==> src/rtl/mips_pkg.sv <==
// Shared types and defaults for the 5-stage MIPS pipeline datapath.
package mips_pkg;

  localparam int DEFAULT_DATA_W     = 32;
  localparam int DEFAULT_REG_ADDR_W = 5;
  localparam int REG_ZERO           = 0;

  // Encodings 101-111 are not named and fall back to a plain word load.
  typedef enum logic [2:0] {
    LT_LW  = 3'b000,
    LT_LB  = 3'b001,
    LT_LBU = 3'b010,
    LT_LH  = 3'b011,
    LT_LHU = 3'b100
  } load_type_e;

endpackage

==> src/rtl/load_extend.sv <==
// Little-endian byte/half lane select with sign or zero extension of a loaded word.
// Purely combinational so the MEM stage can reuse it.
module load_extend
  import mips_pkg::*;
#(
  parameter int DATA_W = DEFAULT_DATA_W
) (
  input  logic [DATA_W-1:0] raw,
  input  logic [1:0]        addr_lo,
  input  logic [2:0]        load_type,
  output logic [DATA_W-1:0] ext
);

  logic [7:0]  byte_sel;
  logic [15:0] half_sel;

  // Halfword lanes ignore addr_lo[0]: a misaligned LH reads its containing half.
  assign byte_sel = raw[{addr_lo, 3'b000} +: 8];
  assign half_sel = raw[{addr_lo[1], 4'b0000} +: 16];

  // NOTE: ext gets a default before the case so every path assigns it and no latch is inferred.
  always_comb begin
    ext = raw;
    case (load_type_e'(load_type))
      LT_LB:   ext = {{(DATA_W-8){byte_sel[7]}}, byte_sel};
      LT_LBU:  ext = {{(DATA_W-8){1'b0}}, byte_sel};
      LT_LH:   ext = {{(DATA_W-16){half_sel[15]}}, half_sel};
      LT_LHU:  ext = {{(DATA_W-16){1'b0}}, half_sel};
      default: ext = raw;
    endcase
  end

endmodule

==> src/rtl/mem_wb_writeback.sv <==
// MEM/WB pipeline register and register-file write port; one write strobe per retired instruction.
// Optional retire counter enabled by defining WB_RETIRE_CNT_EN.
module mem_wb_writeback
  import mips_pkg::*;
#(
  parameter int DATA_W     = DEFAULT_DATA_W,
  parameter int REG_ADDR_W = DEFAULT_REG_ADDR_W
`ifdef WB_RETIRE_CNT_EN
  , parameter int CNT_W    = 32
`endif
) (
  input  logic                  clk,
  input  logic                  reset,
  input  logic                  mem_valid,
  input  logic                  mem_reg_write,
  input  logic                  mem_mem_to_reg,
  input  logic [2:0]            mem_load_type,
  input  logic [1:0]            mem_addr_lo,
  input  logic [REG_ADDR_W-1:0] mem_dest,
  input  logic [DATA_W-1:0]     mem_alu_result,
  input  logic [DATA_W-1:0]     mem_load_data,
  input  logic                  wb_stall,
  input  logic                  wb_flush,
  output logic                  reg_write_en,
  output logic [REG_ADDR_W-1:0] reg_write_dest,
  output logic [DATA_W-1:0]     reg_write_data,
  output logic                  wb_valid
`ifdef WB_RETIRE_CNT_EN
  , output logic [CNT_W-1:0]    retire_count
`endif
);

  logic                  wb_reg_write;
  logic [REG_ADDR_W-1:0] wb_dest;
  logic [DATA_W-1:0]     wb_data;
  logic                  written;
  logic [DATA_W-1:0]     load_ext;

  load_extend #(.DATA_W(DATA_W)) u_load_extend (
    .raw       (mem_load_data),
    .addr_lo   (mem_addr_lo),
    .load_type (mem_load_type),
    .ext       (load_ext)
  );

  // NOTE: sequential state uses non-blocking assignments so every register samples pre-edge values.
  always_ff @(posedge clk or posedge reset) begin
    if (reset) begin
      wb_valid     <= 1'b0;
      wb_reg_write <= 1'b0;
      wb_dest      <= '0;
      wb_data      <= '0;
      written      <= 1'b0;
    end else if (wb_flush) begin
      wb_valid <= 1'b0;
      written  <= 1'b0;
    end else if (wb_stall) begin
      // Remember that this entry already wrote so a long stall cannot write twice.
      written <= written | reg_write_en;
    end else begin
      wb_valid     <= mem_valid;
      wb_reg_write <= mem_reg_write;
      wb_dest      <= mem_dest;
      wb_data      <= mem_mem_to_reg ? load_ext : mem_alu_result;
      written      <= 1'b0;
    end
  end

  assign reg_write_en   = wb_valid & wb_reg_write
                        & (wb_dest != REG_ADDR_W'(REG_ZERO)) & ~written;
  assign reg_write_dest = wb_dest;
  assign reg_write_data = wb_data;

`ifdef WB_RETIRE_CNT_EN
  // Counts every instruction leaving WB, including non-writing ones; wraps naturally.
  always_ff @(posedge clk or posedge reset) begin
    if (reset) begin
      retire_count <= '0;
    end else if (wb_valid & ~wb_stall & ~wb_flush) begin
      retire_count <= retire_count + CNT_W'(1);
    end
  end
`endif

endmodule

==> config.mk <==
export PLATFORM = sky130hd
export DESIGN_NAME = mem_wb_writeback
export DESIGN_NICKNAME = d
export VERILOG_FILES = /design/src/rtl/mips_pkg.sv /design/src/rtl/load_extend.sv /design/src/rtl/mem_wb_writeback.sv
export SDC_FILE = /design/constraint.sdc
export NUM_CORES = 1
export LEC_CHECK = 0
export ABC_AREA = 1
export BUFFER_PORTS_ARGS = -buffer_cell sky130_fd_sc_hd__clkbuf_2
export CORE_UTILIZATION = 25
export DETAILED_ROUTE_END_ITERATION = 8
export PLACE_DENSITY = 0.47
export RECOVER_POWER = 25
export SLEW_MARGIN = 20
export SYNTH_ARGS = -nofsm -noshare
export SYNTH_HDL_FRONTEND = slang
export SYNTH_SLANG_ARGS = --single-unit
==> constraint.sdc <==
create_clock -name clk -period 1.5 [get_ports clk]
set_clock_uncertainty 0.2 [all_clocks]
set_input_delay 0.3 -clock clk [delete_from_list [all_inputs] [get_ports clk]]
set_output_delay 0.3 -clock clk [all_outputs]
set_load 0.02 [all_outputs]
Word-level counts from Yosys, hierarchy flattened. Index checks and enable logic that the tools add are counted.

Eq/ne operators: 5. Shifts and indexed selects: 2. Muxes and demuxes: 6. Bitwise gates (word level): 7. Reductions and logical operators: 2.

Operators by type and width (count): one-hot mux 32 bit (4 select lines) (1); 2-to-1 mux 32 bit (1); indexed part select 32 x 6 -> 16 bit (1); indexed part select 32 x 6 -> 8 bit (1); == test 3 x 2 -> 1 bit (second input constant) (2); nonzero test 5 bit (1); 2-to-1 mux 1 bit (4); bitwise AND 1 bit (3); == test 3 x 1 -> 1 bit (second input constant) (1); == test 3 bit (second input constant) (1); inverter 1 bit (3); != test 2 x 1 -> 1 bit (second input constant) (1); AND reduction 2 bit (1); OR 1 bit (1).

Flip-flop bits (word level): 40. Bits of input ports: 81. Output and inout bits: 39. Logic and storage cells: 27.

Longest topological paths before layout. Gate-level depths: netlist of the first run.

Word-level depth: 6. Depth in mapped cells: 11. Mapped depth without buffers: 9.

Cells and area by module. A second synthesis of the first run with hierarchy kept.

Cells, all modules: 449. Area total of the unflattened synthesis: 2859.0 um2.

Modules (own cells, without submodules): mem_wb_writeback (times used 1, cells an instance 217, area each 1798.0 um2, sequential area each 1001.0 um2); load_extend (times used 1, cells an instance 232, area each 1061.0 um2, sequential area each 0.0 um2).

Worst setup path after synthesis of the first run. Ideal clock, no wire load.

Path kind: reg-to-output. Start: register wb_dest[3], in the netlist reg_write_dest[3]. End: output port reg_write_en. Data arrival time: 963 ps. Data required time: 1000 ps. Path slack: 37 ps. Cell stages (with the launch flop): 5. Buffers on the path: 0. Cells stage by stage: dfrtp_1 > inv_1 > nand4_1 > nand3_1 > nor2_1.

Word-level cells in the longest chain between the ends: 3.

Ends and longest elaborated chain: start, declared (line mem_wb_writeback.sv:34) `logic [REG_ADDR_W-1:0] wb_dest;`; start signal, assigned (line mem_wb_writeback.sv:63) `wb_dest <= mem_dest;`; nonzero test 5 bit (line mem_wb_writeback.sv:70) `& (wb_dest != REG_ADDR_W'(REG_ZERO)) & ~written;`; bitwise AND 1 bit (2 in a row) (line mem_wb_writeback.sv:70); end, declared (line mem_wb_writeback.sv:24) `output logic reg_write_en,`.

No other way between the ends.

Worst setup path after layout of the first run.
Start: register wb_dest[0], in the netlist reg_write_dest[0]. End: output port reg_write_en.

Same word-level chain as after synthesis.

==> run_results.csv, run 1 <==
group,metric,value,unit
timing,rsz0062_at_grt,"true",
worst_setup_path,r2r.worst_path.cells,4,
placement,gp_congestion,0.819,
floorplan,die_y,105,µm
final_layout,layout.nets,632,
worst_setup_path,crit_path_cell_trace,"nor2_1 > nand4_1 > nand3_2 > nor2_1 > buf_4",
route,drtAntennaViolNets,0,
worst_setup_path,cpPeakStageDelay,0.38,ns
cts,numCtsBuffers,5,
route,dr_total_vias,3033,
yosys,yosysUniqueCellTypes,23,
final_layout,drive_above_1_share,0.312,
power,p_sw_frac,0.371,
timing,layout_min_cycle_time,1.71,ns
global_route,grt_max_degree,43,
route,drt_iter0_drc,135,
route,vias_per_cell,4.41,
global_route,grt_pass1_vias,3006,
route,drc,0,
power,p_leak,2.09,nW
yosys,ys_ff_latch,40,
route,finalWirelength,8990,µm
worst_setup_path,crit_type,"register to primary output",
hold_path,worstHoldPathCells,3,
global_route,grtUsageTotal,0.167,
floorplan,rows,37,
worst_setup_path,worstPathArrival,1.21,ns
timing,fmax,586,MHz
worst_setup_path,critPathLaunchType,"register",
job,cap_viol_max_count,0,
worst_setup_path,worstPathMaxFanout,2,
yosys,syn_area_per_cell,6.45,µm²
route,dr_wl_met2,4080,µm
outcome,status,"finished, violations left",
final_layout,utilization,0.357,
power,seq_power_share,0.416,
yosys,synth_flop_cell,"dfrtp_1",
placement,place_area,0.00360,mm²
yosys,syn_inst,415,
yosys,netlist_top_cells_count,"nand2_1, nor2_1, dfrtp_1, nand3_1, inv_1",
yosys,seq_area_frac_synth,0.374,
route,top_layer,"met4",
yosys,yosysTopAreaCell,"dfrtp_1",
placement,hpwl,7180,µm
yosys,syn_nets,496,
yosys,yosysWarningCount,0,
global_route,grt_overflow_total,0,
power,p_int,2.00,mW
outcome,violations,"setup timing",
final_layout,antenna_cells,0,
yosys,netlist_area,0.00268,mm²
route,met1_length,4380,µm
power,peakVddDrop,0.000294,V
final_layout,fin_cells,687,
floorplan,die-area,0.0111,mm²
yosys,yosysMostFrequentCell,"nand2_1",
cts,h-tree-depth,2,
power,power_density,858,mW/mm²
final_layout,synthToLayoutAreaGrowth,38.3,%
yosys,ys_async_sr_fraction,1.00,
global_route,antenna_found_initial,0,
timing,setup_violations,2,
cts,cts_tree,"done",
route,firstDrtPassIters,4,
worst_setup_path,critical-path-top-cell-by-count,"nor2_1",
timing,final.period_utilization,1.14,
power,switchingPower,1.18,mW
floorplan,core,0.0104,mm²
worst_setup_path,slowest_stage,"dfrtp_1",
yosys,yosys-top-cells-area,"dfrtp_1, nand2_1, nor2_1",
timing,whs,0.0123,ns
hold_path,hold_class,"input port to register",
cts,clock-sinks,40,
placement,portBuffers,119,
timing,slew_headroom,0.610,
floorplan,die_w,105,µm
final_layout,final_area,0.00370,mm²
timing,slew_viol_final,0,
cts,clkLatencyLatePin,0.29,ns
power,clock_power_share,0.219,
route,met3WireLength,420,µm
cts,clk_pin_slew_worst_paths,0.08,ns
worst_setup_path,crit_path_end_kind,"primary output",
cts,clock_path_buffers,2,
placement,pre_cts_ws,-0.154,ns
final_layout,fillCellCount,1193,
worst_setup_path,cp.required,1.00,ns
timing,tightestPinTransition,0.585,ns
floorplan,io_pins,120,
timing,worst_slack,-0.207,ns
timing,finalHoldViolations,0,
yosys,post-synth-top-area-fraction,0.374,
power,comb_power_share,0.365,
cts,root_buffer,"clkbuf_8",
global_route,grt_pass1_wl,14600,µm
yosys,synth_edf_count,0,
floorplan,start_util,0.258,
placement,place_inst,676,
route,wl_per_cell,13.1,µm
[flip-flops by register name (all words and copies together), names as in the netlist]
register / cells
reg_write_data: 32
reg_write_dest: 5
wb_reg_write: 1
wb_valid: 1
written: 1
[critical path, delay by kind of cell, from the launching register on]
kind | cells | cell delay, ns
simple gates | 4 | 0.39
flops | 1 | 0.38
buf+inv | 1 | 0.15
[layer usage]
metal / up-vias / global-route usage
met2: 87 / 0.276
met5: - / 0
met3: 10 / 0.0297
met1: 1352 / 0.223
li1: 1584 / -
met4: 0 / 0.0437
[cell families after synthesis]
kind of cell	Yosys count	synth area share
AO/OA/AOI/OAI	67	0.129
buffers and inverters	54	0.0981
AND/OR/NAND/NOR	254	0.399
flip-flops	40	0.374
[placed cells by master, fill, tap and decap left out]
cell type,instances
a21oi_1,27
a21oi_2,3
buf_12,5
buf_4,26
buf_6,1
clkbuf_1,2
clkbuf_2,117
clkbuf_4,1
clkbuf_8,5
clkinv_1,2
clkinv_2,1
dfrtp_1,40
dlygate4sd3_1,1
inv_1,27
inv_4,1
inv_6,1
nand2_1,156
nand2_2,3
nand2_4,3
nand3_1,33
nand3_2,3
nand3_4,1
nand4_1,2
nor2_1,52
nor2_4,1
o21ai_0,22
o21ai_1,15
[per-stage QoR]
step	setup TNS, ns	power [mW]
finish	-0.279	3.18
global route	-0.421	3.41
CTS	-0.231	3.22
detailed placement	-2.60	2.49
global placement	-2.30	2.48
floorplan	0	2.02
[power by group through the flow]
stage	Clock (mW)	Combinational (mW)	Sequential, mW
after floorplan	0	0.496	1.52
after global placement	0	1.15	1.33
after detailed placement	0	1.15	1.34
after CTS	0.733	1.17	1.32
after global routing	0.784	1.29	1.34
final	0.696	1.16	1.32
[layout make-up]
cell class              instances  area (µm²)  area share
clock buffers                   6        72.6      0.0196
clock inverters                 1        5.00     0.00135
inverters                      31         124      0.0335
multi-input cells             321        1420       0.383
flip-flops and latches         40        1000       0.270
well taps                     136         170      0.0460
repair buffers                152         913       0.247
[what timing repair did]
action / in CTS / in global routing
pin swaps: 1 / 1
resized for setup: 1 / 5
endpoints found under the hold margin: 40 / 0
hold buffers: 1 / 0
setup buffers: 2 / 1
setup endpoints to repair: 1 / 2
[final timing paths]
| path | start | to | slack, ns |
|---|---|---|---|
| worst max-delay path | reg_write_dest[0] | reg_write_en | -0.21 |
| worst min-delay path | mem_valid | wb_valid | 0.01 |
| worst max register to register | reg_write_dest[0] | written | 0.41 |
| worst min register to register | reg_write_data[3] | reg_write_data[3] | 0.28 |
| max in group asynchronous | reset | reg_write_data[13] | 0.21 |
| min in group asynchronous | reset | written | 0.50 |
(Power assumes the default switching activity.)
==> inputs of run 2 (changes only) <==
- PLACE_DENSITY: 0.47 -> 0.46
- SYNTH_HIERARCHICAL: not set -> 1
==> run_results.csv, run 2 <==
group,metric,value,unit
cts,clock-sinks,40,
route,met3WireLength,830,µm
cts,cts_tree,"done",
worst_setup_path,cpPeakStageDelay,0.39,ns
timing,fin_setup_tns,-0.254,ns
worst_setup_path,slowest_stage,"dfrtp_1",
final_layout,final_common_cell,"nand2_1",
cts,h-tree-depth,2,
yosys,post-synth-top-area-fraction,0.350,
placement,place_area,0.00371,mm²
yosys,muxShareOfSynthArea,0,
power,p_leak,2.25,nW
floorplan,core,0.0110,mm²
route,vias_per_cell,4.61,
yosys,yosysUniqueCellTypes,20,
timing,slew_headroom,0.524,
worst_setup_path,crit_path_end_kind,"primary output",
floorplan,rows,38,
yosys,synthAdderAreaFrac,0,
yosys,netlist_area,0.00286,mm²
cts,clock_path_buffers,2,
timing,tightestPinTransition,0.715,ns
route,firstDrtPassIters,4,
placement,pre_cts_ws,-0.290,ns
final_layout,antenna_cells,0,
power,peakVddDrop,0.000523,V
yosys,syn_area_per_cell,6.37,µm²
final_layout,layout.nets,658,
final_layout,utilization,0.361,
worst_setup_path,worstPathArrival,1.17,ns
outcome,violations,"setup timing",
timing,layout_min_cycle_time,1.67,ns
worst_setup_path,crit_type,"register to primary output",
route,dr_wl_met2,4550,µm
route,met1_length,4940,µm
yosys,synth_compound_gate_area_share,0.128,
global_route,grt_pass1_wl,16300,µm
global_route,antenna_found_initial,0,
yosys,syn_inst,449,
route,top_layer,"met4",
yosys,yosysTopAreaCell,"dfrtp_1",
yosys,seq_area_frac_synth,0.350,
cts,clk_pin_slew_worst_paths,0.06,ns
timing,final.period_utilization,1.12,
global_route,grtUsageTotal,0.179,
worst_setup_path,cp.required,1.00,ns
route,drtAntennaViolNets,0,
timing,slew_viol_final,0,
timing,setup_violations,3,
yosys,syn_nets,530,
cts,numCtsBuffers,5,
yosys,netlist_top_cells_count,"nand2_1, nand3_1, o21ai_0, dfrtp_1, inv_1",
yosys,synth_edf_count,0,
floorplan,start_util,0.260,
cts,root_buffer,"clkbuf_16",
final_layout,layout_common_cells,"nand2_1, clkbuf_2, nand3_1",
yosys,ys_ff_latch,40,
route,dr_total_vias,3309,
yosys,synth-xor-area-share,0,
yosys,yosys-top-cells-area,"dfrtp_1, nand2_1, nand3_1",
final_layout,final_area,0.00397,mm²
worst_setup_path,crit_path_cell_trace,"nor2_1 > nand3_1 > nand2_1 > nor2_1 > buf_4",
floorplan,io_pins,120,
power,power_density,1030,mW/mm²
route,drt_iter0_drc,207,
floorplan,die-area,0.0119,mm²
yosys,synth_flop_cell,"dfrtp_1",
cts,clkLatencyLatePin,0.28,ns
floorplan,die_y,109,µm
final_layout,drive_above_1_share,0.294,
outcome,status,"finished, violations left",
route,drc,0,
yosys,yosysMostFrequentCell,"nand2_1",
route,finalWirelength,10400,µm
yosys,synthSimpleGateAreaFrac,0.404,
worst_setup_path,critical-path-top-cell-by-count,"nor2_1",
final_layout,synthToLayoutAreaGrowth,38.7,%
yosys,yosysWarningCount,6,
worst_setup_path,worstPathMaxFanout,3,
timing,fmax,597,MHz
timing,finalHoldViolations,0,
worst_setup_path,crit_buf_inv,1,
global_route,grt_overflow_total,0,
placement,portBuffers,119,
final_layout,largest_reg_flops,32,
floorplan,die_w,109,µm
global_route,grt_pass1_vias,3311,
timing,whs,0.0258,ns
placement,gp_congestion,0.890,
timing,rsz0062_at_grt,"true",
worst_setup_path,critPathTopFamily,"flip-flops",
placement,hpwl,7790,µm
job,cap_viol_max_count,0,
yosys,synth_top_family_by_area,"simple AND/OR/NAND/NOR gates",
route,wl_per_cell,14.4,µm
worst_setup_path,critPathLaunchType,"register",
timing,worst_slack,-0.174,ns
hold_path,hold_class,"input port to register",
yosys,ys_async_sr_fraction,1.00,
global_route,grt_max_degree,41,
==> run 2: cell count changes after synthesis, sizes merged, moves of 5 or more <==
cell and delta:
a21oi -29, buf +12, clkbuf -8, inv +11
nand2 +5, nand3 +23, nor2 -14, o21ai +35
==> run 2: per-stage QoR <==
step                total power, mW  std cells
finish                         4.09        718
global route                   4.35        718
CTS                            4.13        716
detailed placement             2.53        706
global placement               2.52        706
floorplan                      2.04        449
==> run 2: per-layer routing <==
metal,vias to the layer above,global-route usage
met4,0,0.0280
met2,125,0.295
met3,4,0.0395
met1,1492,0.244
met5,-,0
li1,1688,-
==> run 2: worst min-delay path, stage by stage <==
cell and delay (ns):
clkbuf_2 0.08, nand2_1 0.04, nand2_1 0.05
==> run 2: what timing repair did <==
item / CTS / global route
setup buffers: 1 / 0
hold buffers: 1 / 0
gates resized for setup: 0 / 7
setup endpoints to repair: 1 / 13
hold endpoints to repair: 40 / 0
pin swaps: 1 / 2
cloned: 0 / 2
==> run 2: power breakdown <==
group | leakage [nW] | switching (mW) | internal [mW]
combinational | 1.66 | 0.745 | 0.447
clock | 0.104 | 0.454 | 1.12
sequential | 0.495 | 0.0911 | 1.23
==> run 2: path summary, 6_finish.rpt <==
path | end | cells after the start | from | slack, ns
max in group asynchronous | reg_write_data[1] | 4 | reset | 0.17
worst min register to register | wb_reg_write | 2 | wb_reg_write | 0.28
min in group asynchronous | written | 4 | reset | 0.53
worst min-delay path | wb_valid | 3 | mem_valid | 0.03
worst max register to register | written | 4 | reg_write_dest[2] | 0.42
worst max-delay path | reg_write_en | 5 | reg_write_dest[2] | -0.17
==> run 2: final cells by class <==
type / count / area, µm²
multi-input cells: 343 / 1560
clock inverters: 3 / 90.1
well taps: 140 / 175
repair buffers: 146 / 862
flip-flops and latches: 40 / 1000
clock buffers: 5 / 125
inverters: 41 / 154
fillers: 1214 / 7020
==> run 2: cell families (layout without fill, tap and decap cells) <==
group / count (synthesis) / in the layout
buffers and inverters: 68 / 195
AOI/OAI and AO/OA: 73 / 73
and+or+nand+nor: 268 / 270
DFF: 40 / 40
==> inputs of run 3 (changes only) <==
- GPL_TIMING_DRIVEN: not set -> 0
- PLACE_DENSITY: 0.46 -> 0.52
==> run_results.csv, run 3 (synthesis results as in run 2) <==
group,metric,value,unit
global_route,grt_pass1_wl,16000,µm
timing,layout_min_cycle_time,1.65,ns
worst_setup_path,cp.required,1.00,ns
final_layout,largest_reg_flops,32,
floorplan,start_util,0.260,
floorplan,die_w,109,µm
floorplan,die_y,109,µm
power,power_density,953,mW/mm²
cts,cts_tree,"done",
worst_setup_path,crit_path_cell_trace,"nor2_1 > nand3_1 > nand2_1 > nor2_1 > buf_4",
outcome,violations,"setup timing",
timing,setup_violations,1,
hold_path,hold_start,"mem_valid",
final_layout,antenna_cells,0,
cts,clk_pin_slew_worst_paths,0.06,ns
route,wl_per_cell,13.9,µm
route,drc,0,
placement,gp_congestion,0.822,
worst_setup_path,cp-startpoint,"reg_write_dest[3]",
outcome,status,"finished, violations left",
floorplan,core,0.0110,mm²
final_layout,final_common_cell,"nand2_1",
route,drt_iter0_drc,200,
final_layout,synthToLayoutAreaGrowth,40.5,%
cts,numCtsBuffers,5,
worst_setup_path,critPathLaunchType,"register",
floorplan,rows,38,
hold_path,hold_class,"input port to register",
worst_setup_path,reg2reg_from,"reg_write_dest[1]",
worst_setup_path,crit_path_end_kind,"primary output",
placement,hpwl,8240,µm
worst_setup_path,cpPeakStageDelay,0.38,ns
global_route,grt_overflow_total,0,
route,vias_per_cell,4.54,
timing,tightestPinTransition,0.691,ns
power,peakVddDrop,0.000551,V
worst_setup_path,crit_type,"register to primary output",
timing,fmax,605,MHz
floorplan,io_pins,120,
cts,clkLatencyLatePin,0.28,ns
worst_setup_path,critical-path-top-cell-by-count,"nor2_1",
global_route,grt_max_degree,26,
timing,final.period_utilization,1.10,
cts,root_buffer,"clkbuf_16",
route,drtAntennaViolNets,0,
floorplan,die-area,0.0119,mm²
timing,rsz0062_at_grt,"true",
cts,clock_path_buffers,2,
worst_setup_path,slowest_stage,"dfrtp_1",
worst_setup_path,worstPathMaxFanout,2,
final_layout,drive_above_1_share,0.329,
power,p_leak,2.28,nW
route,finalWirelength,10200,µm
timing,whs,0.0243,ns
global_route,antenna_found_initial,0,
job,cap_viol_max_count,0,
route,dr_total_vias,3308,
timing,slew_headroom,0.539,
cts,h-tree-depth,2,
timing,slew_viol_final,0,
power,power,3.83,mW
placement,portBuffers,118,
timing,worst_slack,-0.153,ns
final_layout,layout_common_cells,"nand2_1, clkbuf_2, nand3_1",
global_route,grt_pass1_vias,3303,
route,firstDrtPassIters,4,
cts,clock-sinks,40,
final_layout,layout.nets,669,
timing,finalHoldViolations,0,
worst_setup_path,worstPathArrival,1.15,ns
global_route,grtUsageTotal,0.174,
[run 3: routing by layer]
layer  part of all wire  global-route usage
met5                  0                   0
met4             0.0019              0.0241
met3              0.061              0.0347
met2               0.44               0.288
met1               0.50               0.239
[run 3: layout make-up]
cell class              instances  area [µm²]
plain buffers                  27         214
clock buffers                   6         139
clock inverters                 2        38.8
fillers                      1237        6970
inverters                      41         156
multi-input cells             341        1580
flip-flops and latches         40        1000
well taps                     140         175
repair buffers                132         713
[run 3: per-stage QoR]
step / worst slack, ns / util / cells / instance area (µm²) / TNS (ns)
CTS: -0.192 / 0.356 / 725 / 3910 / -0.346
floorplan: 0.0272 / - / 449 / 2860 / 0
finish: -0.153 / 0.366 / 729 / 4020 / -0.153
global route: -0.216 / 0.366 / 729 / 4020 / -1.41
detailed placement: -0.318 / 0.332 / 708 / 3640 / -7.23
global placement: -0.542 / 0.330 / 707 / 3620 / -28.31
[run 3: final timing paths]
kind / endpoint / slack [ns] / cells after the start
min in group asynchronous: wb_valid / 0.45 / 3
worst max-delay path: reg_write_en / -0.15 / 5
max in group asynchronous: reg_write_data[21] / 0.06 / 4
worst max register to register: written / 0.18 / 7
worst min register to register: wb_reg_write / 0.28 / 2
worst min-delay path: wb_valid / 0.02 / 3
[run 3: what timing repair did]
action,in CTS,in global routing
hold buffers,1,0
hold endpoints to repair,15,0
pin swaps,4,16
setup endpoints to repair,3,32
gates resized for setup,4,36
buffers inserted,8,7
[run 3: power breakdown]
| part | total [mW] | internal, mW | leakage (nW) | switching [mW] |
|---|---|---|---|---|
| combinational | 1.22 | 0.462 | 1.70 | 0.755 |
| sequential | 1.32 | 1.23 | 0.495 | 0.0889 |
| clock | 1.29 | 0.834 | 0.0871 | 0.455 |
[run 3: worst max-delay path, delay by kind of cell, from the launching register on]
kind | cells | cell delay, ns
buffers and inverters | 1 | 0.15
DFF | 1 | 0.38
and+or+nand+nor | 4 | 0.35
